## src/rtl/mult_pkg.sv

```systemverilog
// ----------------------------------------------------------------------------
// mult_pkg
// Shared definitions for the sequential shift-add multiplier slice.
//   MULT_WIDTH : operand width; the product is 2*MULT_WIDTH bits
//   MULT_ITERS : number of shift-add iterations for a full-length multiply
//   state_t    : control FSM encoding (IDLE, RUN, DONE)
// No ports; imported by the interface, the datapath step and the top.
// ----------------------------------------------------------------------------
package mult_pkg;

    localparam int MULT_WIDTH = 32;
    localparam int MULT_ITERS = 32;

    typedef enum logic [1:0] {
        IDLE = 2'd0,
        RUN  = 2'd1,
        DONE = 2'd2
    } state_t;

endpackage

```

## src/rtl/seq_multiplier32_if.sv

```systemverilog
// ----------------------------------------------------------------------------
// seq_multiplier32_if
// Start/busy/done handshake between the control unit and the multiplier.
//   start   : control -> multiplier, request a new product
//   a, b    : control -> multiplier, multiplicand / multiplier operands
//   busy    : multiplier -> control, iteration in progress
//   done    : multiplier -> control, one-cycle completion pulse
//   product : multiplier -> control, 2*WIDTH-bit result
// Modports: master (control unit side), slave (multiplier side).
// ----------------------------------------------------------------------------
interface seq_multiplier32_if
    import mult_pkg::*;
#(
    parameter int WIDTH = MULT_WIDTH
) ();

    logic                 start;
    logic [WIDTH-1:0]     a;
    logic [WIDTH-1:0]     b;
    logic                 busy;
    logic                 done;
    logic [2*WIDTH-1:0]   product;

    modport master (
        output start, a, b,
        input  busy, done, product
    );

    modport slave (
        input  start, a, b,
        output busy, done, product
    );

endinterface

```

## src/rtl/mult_step.sv

```systemverilog
// ----------------------------------------------------------------------------
// mult_step
// One combinational shift-add iteration of the multiplier datapath.
//   acc      in  WIDTH : upper half of the running {acc,mq} register
//   mq       in  WIDTH : lower half; bit 0 is the multiplier bit being consumed
//   mcand    in  WIDTH : multiplicand
//   acc_next out WIDTH : upper half after conditional add and 1-bit right shift
//   mq_next  out WIDTH : lower half after the shift
// ----------------------------------------------------------------------------
module mult_step
    import mult_pkg::*;
#(
    parameter int WIDTH = MULT_WIDTH
) (
    input  logic [WIDTH-1:0] acc,
    input  logic [WIDTH-1:0] mq,
    input  logic [WIDTH-1:0] mcand,
    output logic [WIDTH-1:0] acc_next,
    output logic [WIDTH-1:0] mq_next
);

    logic [WIDTH:0] sum;

    // The add is one bit wider than the operands so the carry is kept; the
    // right shift then moves that carry into the top bit of acc, and the low
    // sum bit drops into the vacated top of mq.
    always_comb begin
        sum      = {1'b0, acc} + (mq[0] ? {1'b0, mcand} : '0);
        acc_next = sum[WIDTH:1];
        mq_next  = {sum[0], mq[WIDTH-1:1]};
    end

endmodule

```

## src/rtl/seq_multiplier32.sv

```systemverilog
// ----------------------------------------------------------------------------
// seq_multiplier32
// Iterative unsigned WIDTH x WIDTH -> 2*WIDTH shift-add multiplier for the
// execute stage. One conditional add plus one right shift per RUN cycle.
//   clk  in  : rising-edge clock
//   rst  in  : synchronous active-high reset
//   bus  slave modport of seq_multiplier32_if (start, a, b, busy, done, product)
// Optional build macro MULT_EARLY_EXIT_EN: finish as soon as the remaining
// multiplier bits are all zero by aligning {acc,mq} in a single cycle. The
// product is identical; only the latency shrinks. Without the macro every
// multiply takes a fixed WIDTH RUN cycles and no barrel shifter exists.
// ----------------------------------------------------------------------------
module seq_multiplier32
    import mult_pkg::*;
#(
    parameter int WIDTH = MULT_WIDTH,
    parameter int CNT_W = 6
) (
    input  logic              clk,
    input  logic              rst,
    seq_multiplier32_if.slave bus
);

    state_t               state;
    state_t               state_next;
    logic [CNT_W-1:0]     cnt;
    logic [WIDTH-1:0]     mcand;
    logic [WIDTH-1:0]     acc;
    logic [WIDTH-1:0]     mq;
    logic [WIDTH-1:0]     acc_step;
    logic [WIDTH-1:0]     mq_step;
    logic [2*WIDTH-1:0]   run_next;
    logic [2*WIDTH-1:0]   product;
    logic                 last_iter;
    logic                 load;
    logic                 busy_c;
    logic                 done_c;

    mult_step #(
        .WIDTH (WIDTH)
    ) u_step (
        .acc      (acc),
        .mq       (mq),
        .mcand    (mcand),
        .acc_next (acc_step),
        .mq_next  (mq_step)
    );

`ifdef MULT_EARLY_EXIT_EN
    logic [WIDTH-1:0] remaining;
    logic             early;
    logic [CNT_W:0]   align_amt;

    // After cnt steps only the low WIDTH-cnt bits of mq are still multiplier
    // bits. If they are all zero the remaining steps would only shift, so do
    // the whole remaining shift at once and finish.
    always_comb begin
        remaining = mq & ({WIDTH{1'b1}} >> cnt);
        early     = (remaining == '0);
        align_amt = (CNT_W+1)'(WIDTH) - {1'b0, cnt};
        run_next  = early ? ({acc, mq} >> align_amt) : {acc_step, mq_step};
        last_iter = early || (cnt == CNT_W'(WIDTH-1));
    end
`else
    // Fixed-length multiply: every RUN cycle is a plain shift-add step.
    always_comb begin
        run_next  = {acc_step, mq_step};
        last_iter = (cnt == CNT_W'(WIDTH-1));
    end
`endif

    // State register.
    always_ff @(posedge clk) begin
        if (rst) begin
            state <= IDLE;
        end else begin
            state <= state_next;
        end
    end

    // Next state and handshake outputs. A start is only taken in IDLE or
    // DONE, so a start arriving in DONE chains straight into the next RUN.
    always_comb begin
        state_next = state;
        load       = 1'b0;
        busy_c     = 1'b0;
        done_c     = 1'b0;
        case (state)
            IDLE: begin
                if (bus.start) begin
                    load       = 1'b1;
                    state_next = RUN;
                end
            end
            RUN: begin
                busy_c = 1'b1;
                if (last_iter) begin
                    state_next = DONE;
                end
            end
            DONE: begin
                done_c = 1'b1;
                if (bus.start) begin
                    load       = 1'b1;
                    state_next = RUN;
                end else begin
                    state_next = IDLE;
                end
            end
            default: begin
                state_next = IDLE;
            end
        endcase
    end

    // Datapath registers. The product register only changes on the cycle
    // leaving RUN, so it stays valid through a back-to-back restart.
    always_ff @(posedge clk) begin
        if (rst) begin
            cnt     <= '0;
            mcand   <= '0;
            acc     <= '0;
            mq      <= '0;
            product <= '0;
        end else if (load) begin
            cnt     <= '0;
            mcand   <= bus.a;
            acc     <= '0;
            mq      <= bus.b;
        end else if (state == RUN) begin
            cnt       <= cnt + 1'b1;
            {acc, mq} <= run_next;
            if (last_iter) begin
                product <= run_next;
            end
        end
    end

    assign bus.busy    = busy_c;
    assign bus.done    = done_c;
    assign bus.product = product;

endmodule

```

## src/flat_wrapper.sv

```systemverilog
// flat-port wrapper written by rule: the top's interface ports become plain ports
module seq_multiplier32_flat import mult_pkg::*;
#(
    parameter int WIDTH = MULT_WIDTH,
    parameter int CNT_W = 6
)
  (clk, rst, bus_start, bus_a, bus_b, bus_busy, bus_done, bus_product);
  seq_multiplier32_if #(.WIDTH(WIDTH)) bus_i ();
  input  logic clk;
  input  logic rst;
  input wire logic [$bits(bus_i.start)-1:0] bus_start;
  input wire logic [$bits(bus_i.a)-1:0] bus_a;
  input wire logic [$bits(bus_i.b)-1:0] bus_b;
  output wire logic [$bits(bus_i.busy)-1:0] bus_busy;
  output wire logic [$bits(bus_i.done)-1:0] bus_done;
  output wire logic [$bits(bus_i.product)-1:0] bus_product;
  assign bus_i.start = bus_start;
  assign bus_i.a = bus_a;
  assign bus_i.b = bus_b;
  assign bus_busy = bus_i.busy;
  assign bus_done = bus_i.done;
  assign bus_product = bus_i.product;
  seq_multiplier32 #(.WIDTH(WIDTH), .CNT_W(CNT_W)) u_core (.clk(clk), .rst(rst), .bus(bus_i));
endmodule
```

## config.mk

```make
export PLATFORM = sky130hd
export DESIGN_NAME = seq_multiplier32_flat
export DESIGN_NICKNAME = d
export VERILOG_FILES = /design/src/rtl/mult_pkg.sv /design/src/rtl/seq_multiplier32_if.sv /design/src/rtl/mult_step.sv /design/src/rtl/seq_multiplier32.sv /design/src/flat_wrapper.sv
export SDC_FILE = /design/constraint.sdc
export NUM_CORES = 1
export LEC_CHECK = 0
export CORE_MARGIN = 2
export CORE_UTILIZATION = 45
export CTS_BUF_LIST = sky130_fd_sc_hd__clkbuf_16
export DETAILED_ROUTE_END_ITERATION = 10
export PLACE_DENSITY = 0.69
export SLEW_MARGIN = 20
export SYNTH_ARGS = -nofsm -noshare
export SYNTH_HDL_FRONTEND = slang
export SYNTH_SLANG_ARGS = --single-unit
```

## constraint.sdc

```tcl
create_clock -name clk -period 3.5 [get_ports clk]
set_clock_uncertainty 0.1 [all_clocks]
set_input_delay 0.35 -clock clk [delete_from_list [all_inputs] [get_ports clk]]
set_output_delay 0.35 -clock clk [all_outputs]
set_load 0.02 [all_outputs]
```

==> flow_metrics.py, run 1 <==
metrics = {
    "final_layout": {
        "fillers": 1708,
        "area_growth_pct": 24.85,
        "regArea_mm2": 0.003363,
        "final_cell_mix": "nand2_1 (283), dfxtp_1 (168), a21oi_1 (138), clkdlybuf4s50_1 (131), nor2_1 (63)",
        "diodes": 0,
        "fin_nets": 1269,
        "multi_input_area_mm2": 0.004657,
        "final_common_cell": "nand2_1",
        "fin_cells": 1410,
        "drive_gt1_share_pct": 6.943,
    },
    "route": {
        "post_drt_wl_per_cell_um": 16.30,
        "viasPerCell": 5.475,
        "drtPass1Iterations": 4,
        "wirelength_met1_mm": 10.83,
        "first_iter_violations": 461,
        "highest_layer": "met4",
        "drcViolationCount": 0,
        "met3_length_mm": 1.218,
        "routed-wl-met2_mm": 10.65,
        "ant_nets": 0,
        "vias": 7720,
        "drt_wl_total_mm": 22.98,
    },
    "timing": {
        "timing.hold.ws_ps": 286.2,
        "tns_ps": 0,
        "finalSetupViolations": 0,
        "fmax_ghz": 0.3309,
        "fin_ws_ps": 477.7,
        "finalMaxSlewViolations": 0,
        "finalCritPeriodShare_pct": 86.35,
        "tightest_slew_ps": 963.4,
        "fin_crit_ps": 3022,
        "rsz0062_at_grt": "false",
        "hold_viol": 0,
        "slew_headroom_pct": 35.77,
    },
    "place": {
        "dpl_worst_slack_ps": 505.4,
        "port_buffers": 132,
        "gp_congestion": 0.9293,
        "dp_cells": 1378,
        "hpwl_mm": 15.46,
    },
    "yosys": {
        "syn_area_mm2": 0.008364,
        "yosysUniqueCellTypes": 67,
        "synth_edf_count": 0,
        "syn_avg_cell_area_um2": 7.759,
        "synthArstFlopShare_pct": 0,
        "ys.flop_type": "dfxtp_1",
        "yosysSeqAreaShare_pct": 40.21,
        "ys_warn_count": 0,
        "postSynthCellCount": 1078,
        "synth.ff_latch_count": 168,
        "syn_nets": 1179,
    },
    "floorplanning": {
        "die_area_mm2": 0.01969,
        "fp.dieW_um": 140.3,
        "initial_core_util_pct": 46.25,
        "core-area_mm2": 0.01809,
        "die_y_um": 140.3,
        "ios": 133,
        "rows": 49,
    },
    "pwr": {
        "sw_frac_of_total_pct": 26.30,
        "peakVddDrop_v": 0.0003685,
        "combPwrFrac_pct": 8.7,
        "p_int_mw": 3.227,
        "power.static_leakage_nw": 3.838,
        "power_density_mw_per_mm2": 419.3,
        "clockPowerShare_pct": 45.2,
        "p_seq_share_pct": 46.0,
        "p_switching_mw": 1.151,
    },
    "clock_network": {
        "clk_path_buf_depth": 2,
        "path_clk_slew_ps": 70,
        "cts-resized-gates": 0,
        "clk_latency_ps": 430,
        "cts_buffers": 17,
        "clockRootBuffer": "clkbuf_16",
        "htreeDepth": 4,
        "cts_tree": "yes",
        "cts_sinks": 168,
        "cts_setup_buffers": 0,
        "ctsHoldBuffers": 0,
    },
    "grt": {
        "grt_pass1_vias": 7398,
        "grt.overflow.total": 0,
        "grt_pass1_wl_mm": 37.64,
        "track_usage_pct": 23.65,
        "grt_max_degree": 97,
        "antenna_found_initial": 0,
    },
    "setup_path": {
        "cpPeakStageDelay_ps": 430,
        "crit_chain": "buf_4 > and2_1 > ha_1 > fa_1 > a21oi_1 > o211ai_2 > nand3_1 > a21oi_2 > o21ai_1 > a2111oi_2 > a311o_1",
        "critical_path_class": "reg -> reg",
        "cp_max_fo": 20,
        "end_kind": "register",
        "critPathArrivalTime_ps": 3240,
        "critPathLaunchType": "register",
        "crit_slowest_cell": "fa_1",
        "cp.required_ps": 3720,
    },
    "run_status": {
        "status": "finished clean",
    },
    "min_path": {
        "min_path_type": "in -> reg",
    },
    "run": {
        "cap_violations": 0,
    },
}
-- worst paths after layout --
check,start,endpoint,slack [ps],cells after the start
worst max-delay path,u_core.mq[0]$_SDFFE_PP0P_,u_core.acc[19]$_SDFFE_PP0P_,480,11
worst min-delay path,rst,u_core.acc[26]$_SDFFE_PP0P_,290,4
worst max register to register,u_core.mq[0]$_SDFFE_PP0P_,u_core.acc[19]$_SDFFE_PP0P_,480,11
worst min register to register,u_core.mcand[6]$_SDFFE_PP0P_,u_core.mcand[6]$_SDFFE_PP0P_,350,2
-- power by group through the flow --
stage | clock (mW) | sequential (mW) | combinational [mW]
floorplan | 0 | 2.05 | 0.230
global placement | 0 | 2.06 | 0.380
detailed placement | 0 | 2.06 | 0.383
CTS | 2.01 | 2.01 | 0.385
global route | 2.11 | 2.02 | 0.425
finish | 1.98 | 2.01 | 0.383
-- stage by stage --
step | util [%] | power [mW] | cell area [um2]
after CTS | 57.74 | 4.413 | 10440
after floorplan | - | 2.275 | 8364
after global routing | 57.74 | 4.559 | 10440
after global placement | 54.28 | 2.437 | 9817
after detailed placement | 54.28 | 2.439 | 9817
final | 57.74 | 4.378 | 10440
-- cell usage after synthesis, types with 3 or more instances --
cell type	count	area (um2)
xnor2_1	14	122.6
nand2b_1	7	43.79
a21oi_1	138	690.7
a211oi_1	4	30.03
a21oi_2	3	26.28
o21ai_0	25	125.1
buf_2	13	65.06
a31oi_1	3	18.77
or3_1	4	25.02
o2111ai_1	3	26.28
and3_1	9	56.30
a21o_1	10	75.07
nor2_1	64	240.2
inv_1	11	41.29
buf_1	5	18.77
nand4_1	10	62.56
dfxtp_1	168	3363
xor2_1	11	96.34
o21bai_1	3	22.52
and2_1	35	219.0
a211oi_2	4	50.05
a311oi_1	32	280.3
ha_1	33	412.9
o21ai_1	6	30.03
o211ai_1	4	30.03
nand3b_1	13	97.59
mux2i_1	3	30.03
or4_1	5	37.54
nand4b_1	3	26.28
nor3_1	9	45.04
nand2_1	283	1062
nor3b_1	5	37.54
nand3_1	34	170.2
clkbuf_1	62	232.7
-- worst max-delay path, delay by kind of cell (launching register included) --
family | cells | cell delay (ps)
simple gates | 2 | 380
buf+inv | 1 | 190
flops | 1 | 310
fa+ha+maj | 2 | 640
compound gates | 6 | 1300
-- final cells by class --
cell class	instances	area share, %
Clock buffer	17	4.074
Clock inverter	15	1.917
Inverter	11	0.3954
Multi-Input combinational cell	818	44.60
Sequential cell	168	32.21
Tap cell	229	2.744
Timing Repair Buffer	152	14.07
-- routing by layer --
| metal | up-vias | GRT usage, % |
|---|---|---|
| met5 | - | 0 |
| met4 | 0 | 6.061 |
| met3 | 23 | 5.538 |
| met2 | 176 | 38.03 |
| met1 | 3611 | 32.14 |
| li1 | 3910 | - |
-- sequential cells by signal (all words and copies together) (netlist names) --
register            flops
u_core.bus.product     64
u_core.acc             32
u_core.state            2
u_core.cnt              6
u_core.mcand           32
u_core.mq              32
-- cells by family (layout without fill, tap and decap cells) --
logic type	count (synthesis)	in the layout	synth area share (%)
AND/OR/NAND/NOR	489	489	26.06
AO/OA/AOI/OAI	266	266	21.03
flip-flops	168	168	40.21
buffers and inverters	92	195	4.368
adder cells (fa/ha/maj)	34	34	5.176
XOR/XNOR	25	25	2.618
multiplexers	4	4	0.5385
No activity file was read; power rests on OpenSTA's default activity.
==> inputs of run 2 (changes only) <==
--- a/config.mk
+++ b/config.mk
@@ -8,6 +8,7 @@
 export CORE_MARGIN = 2
 export CORE_UTILIZATION = 45
 export CTS_BUF_LIST = sky130_fd_sc_hd__clkbuf_16
+export CTS_CLUSTER_DIAMETER = 40
 export DETAILED_ROUTE_END_ITERATION = 10
 export PLACE_DENSITY = 0.69
 export SLEW_MARGIN = 20
==> results of run 2 <==
Same layout as run 1: the final DEF is identical, and so are final timing and power.
==> inputs of run 3 (changes only) <==
--- a/config.mk
+++ b/config.mk
@@ -5,7 +5,6 @@
 export SDC_FILE = /design/constraint.sdc
 export NUM_CORES = 1
 export LEC_CHECK = 0
-export CORE_MARGIN = 2
 export CORE_UTILIZATION = 45
 export CTS_BUF_LIST = sky130_fd_sc_hd__clkbuf_16
 export CTS_CLUSTER_DIAMETER = 40
==> run 3 against run 2 <==
Compared with the run above:
- the flow now finishes with violations (design-rule violations)
- worst hold slack worse by 67 ps
- die area fell by 2.8%
- critical path depth stayed put
- critical endpoint unchanged
- critical path type unchanged
- wire length is 0.55% lower
- worst setup slack better by 19 ps
- fmax grew 0.64%
- largest cell class unchanged
- global-route usage grew 0.18 points
- total power is 2.4% lower
- final cell count decreased by 0.21%
- cell area shrank 0.66%
- via count increased by 1.2%
- flip-flop and latch count did not move
==> flow_metrics.py, run 3 (synthesis gave the netlist of run 1 again) <==
metrics = {
    "run_status": {
        "status": "complete, but fails checks",
        "failed_checks": "design-rule violations",
    },
    "final_layout": {
        "diodes": 0,
        "drive_gt1_share_pct": 6.621,
        "largest_register": "u_core.bus.product",
        "area_growth_pct": 24.02,
        "final_cell_mix": "nand2_1 (283), dfxtp_1 (168), a21oi_1 (138), clkdlybuf4s50_1 (131), nor2_1 (63)",
        "final_common_cell": "nand2_1",
        "fin_nets": 1266,
        "largest_register_ffs": 64,
    },
    "grt": {
        "grt.overflow.total": 0,
        "grt_pass1_wl_mm": 37.00,
        "grt_max_degree": 97,
        "antenna_found_initial": 0,
        "grt_pass1_vias": 7408,
        "track_usage_pct": 23.83,
    },
    "pwr": {
        "clockPowerShare_pct": 44.0,
        "finalPower_mw": 4.275,
        "p_int_mw": 3.133,
        "combPwrFrac_pct": 8.8,
        "p_seq_share_pct": 47.2,
        "peakVddDrop_v": 0.0003522,
        "power_density_mw_per_mm2": 412.1,
        "power.static_leakage_nw": 3.799,
        "p_switching_mw": 1.141,
        "sw_frac_of_total_pct": 26.70,
    },
    "route": {
        "viasPerCell": 5.552,
        "drcViolationCount": 12,
        "drt_wl_total_mm": 22.86,
        "vias": 7812,
        "drtPass1Iterations": 8,
        "ant_nets": 0,
        "post_drt_wl_per_cell_um": 16.25,
        "first_iter_violations": 522,
    },
    "setup_path": {
        "reg2reg_to": "u_core.acc[19]$_SDFFE_PP0P_",
        "cp.required_ps": 3730,
        "critPathLaunchType": "register",
        "r2r_cells": 11,
        "critical_path_class": "reg -> reg",
        "critPathArrivalTime_ps": 3230,
        "r2r_slack_ps": 500,
        "end_kind": "register",
        "r2r-start": "u_core.mq[0]$_SDFFE_PP0P_",
        "cp_max_fo": 21,
    },
    "timing": {
        "finalMaxSlewViolations": 0,
        "fin_crit_ps": 3003,
        "finalCritPeriodShare_pct": 85.80,
        "hold_viol": 0,
        "slew_headroom_pct": 35.13,
        "tns_ps": 0,
        "tightest_slew_ps": 973.0,
        "fmax_ghz": 0.3330,
        "finalSetupViolations": 0,
        "rsz0062_at_grt": "false",
    },
    "clock_network": {
        "path_clk_slew_ps": 70,
        "clockRootBuffer": "clkbuf_16",
        "htreeDepth": 4,
        "cts_tree": "yes",
        "cts_buffers": 17,
        "clk_latency_ps": 440,
        "ctsHoldBuffers": 0,
        "cts_sinks": 168,
        "clk_path_buf_depth": 2,
        "cts_setup_buffers": 0,
        "cts-resized-gates": 0,
    },
    "place": {
        "gp_congestion": 0.9053,
        "hpwl_mm": 15.10,
        "port_buffers": 132,
    },
    "floorplanning": {
        "rows": 49,
        "fp.dieW_um": 138.3,
        "initial_core_util_pct": 46.25,
        "ios": 133,
        "die_area_mm2": 0.01914,
        "die_y_um": 138.3,
        "core-area_mm2": 0.01809,
    },
    "run": {
        "cap_violations": 0,
    },
    "min_path": {
        "hp-start": "rst",
        "min_path_type": "in -> reg",
        "hold_path_depth": 2,
        "min_to": "u_core.state[0]$_SDFFE_PP0P_",
    },
}
## run 3: power by group through the flow
stage | clock network, mW | logic (mW) | registers [mW]
after global placement | 0 | 0.374 | 2.06
after CTS | 1.90 | 0.379 | 2.02
after detailed placement | 0 | 0.378 | 2.06
after global routing | 1.99 | 0.416 | 2.02
after floorplan | 0 | 0.230 | 2.05
final | 1.88 | 0.378 | 2.02
## run 3: worst max-delay path: stages, from the launching register on
cell	delay (ps)
dfxtp_1	310
buf_4	190
and2_1	170
ha_1	200
fa_1	420
a21oi_1	240
o211ai_2	140
nand3_1	220
a21oi_2	110
o21ai_1	330
a2111oi_2	120
a311o_1	340
## run 3: worst max path at each step
stage | slack [ps] | from | cells past startpoint | endpoint
after floorplan | 820 | u_core.mq[0]$_SDFFE_PP0P_ | 11 | u_core.acc[19]$_SDFFE_PP0P_
after global routing | 300 | u_core.mq[0]$_SDFFE_PP0P_ | 10 | u_core.acc[30]$_SDFFE_PP0P_
after detailed placement | 530 | u_core.mq[0]$_SDFFE_PP0P_ | 11 | u_core.acc[19]$_SDFFE_PP0P_
final | 500 | u_core.mq[0]$_SDFFE_PP0P_ | 11 | u_core.acc[19]$_SDFFE_PP0P_
after global placement | 590 | u_core.mq[0]$_SDFFE_PP0P_ | 11 | u_core.acc[19]$_SDFFE_PP0P_
after CTS | 520 | u_core.mq[0]$_SDFFE_PP0P_ | 11 | u_core.acc[19]$_SDFFE_PP0P_
## run 3: area by class of cell
| cell class | count | area, um2 |
|---|---|---|
| inverter | 11 | 41.29 |
| timing repair buffer | 149 | 1446 |
| clock inverter | 15 | 153.9 |
| clock buffer | 17 | 425.4 |
| fill | 1679 | 7712 |
| multi-input combinational | 818 | 4657 |
| tap | 229 | 286.5 |
| sequential | 168 | 3363 |
## run 3: layer usage
metal / vias to the layer above / global-route usage [%] / routed length (um)
met5: - / 0 / 0
li1: 3913 / - / -
met3: 21 / 4.711 / 1141
met1: 3703 / 31.43 / 10860
met2: 175 / 39.06 / 10520
met4: 0 / 7.747 / 341
## run 3: per-stage QoR
| stage | hold WS (ps) | utilization, % | std cells | setup WS, ps | cell area, um2 |
|---|---|---|---|---|---|
| after floorplan | 331.7 | - | 1078 | 820.6 | 8364 |
| after CTS | 207.4 | 57.36 | 1407 | 518.8 | 10370 |
| final | 219.5 | 57.36 | 1407 | 496.9 | 10370 |
| after global placement | 340.8 | 54.15 | 1375 | 589.7 | 9794 |
| after global routing | 241.5 | 57.36 | 1407 | 300.8 | 10370 |
| after detailed placement | 345.9 | 54.15 | 1375 | 530.3 | 9794 |
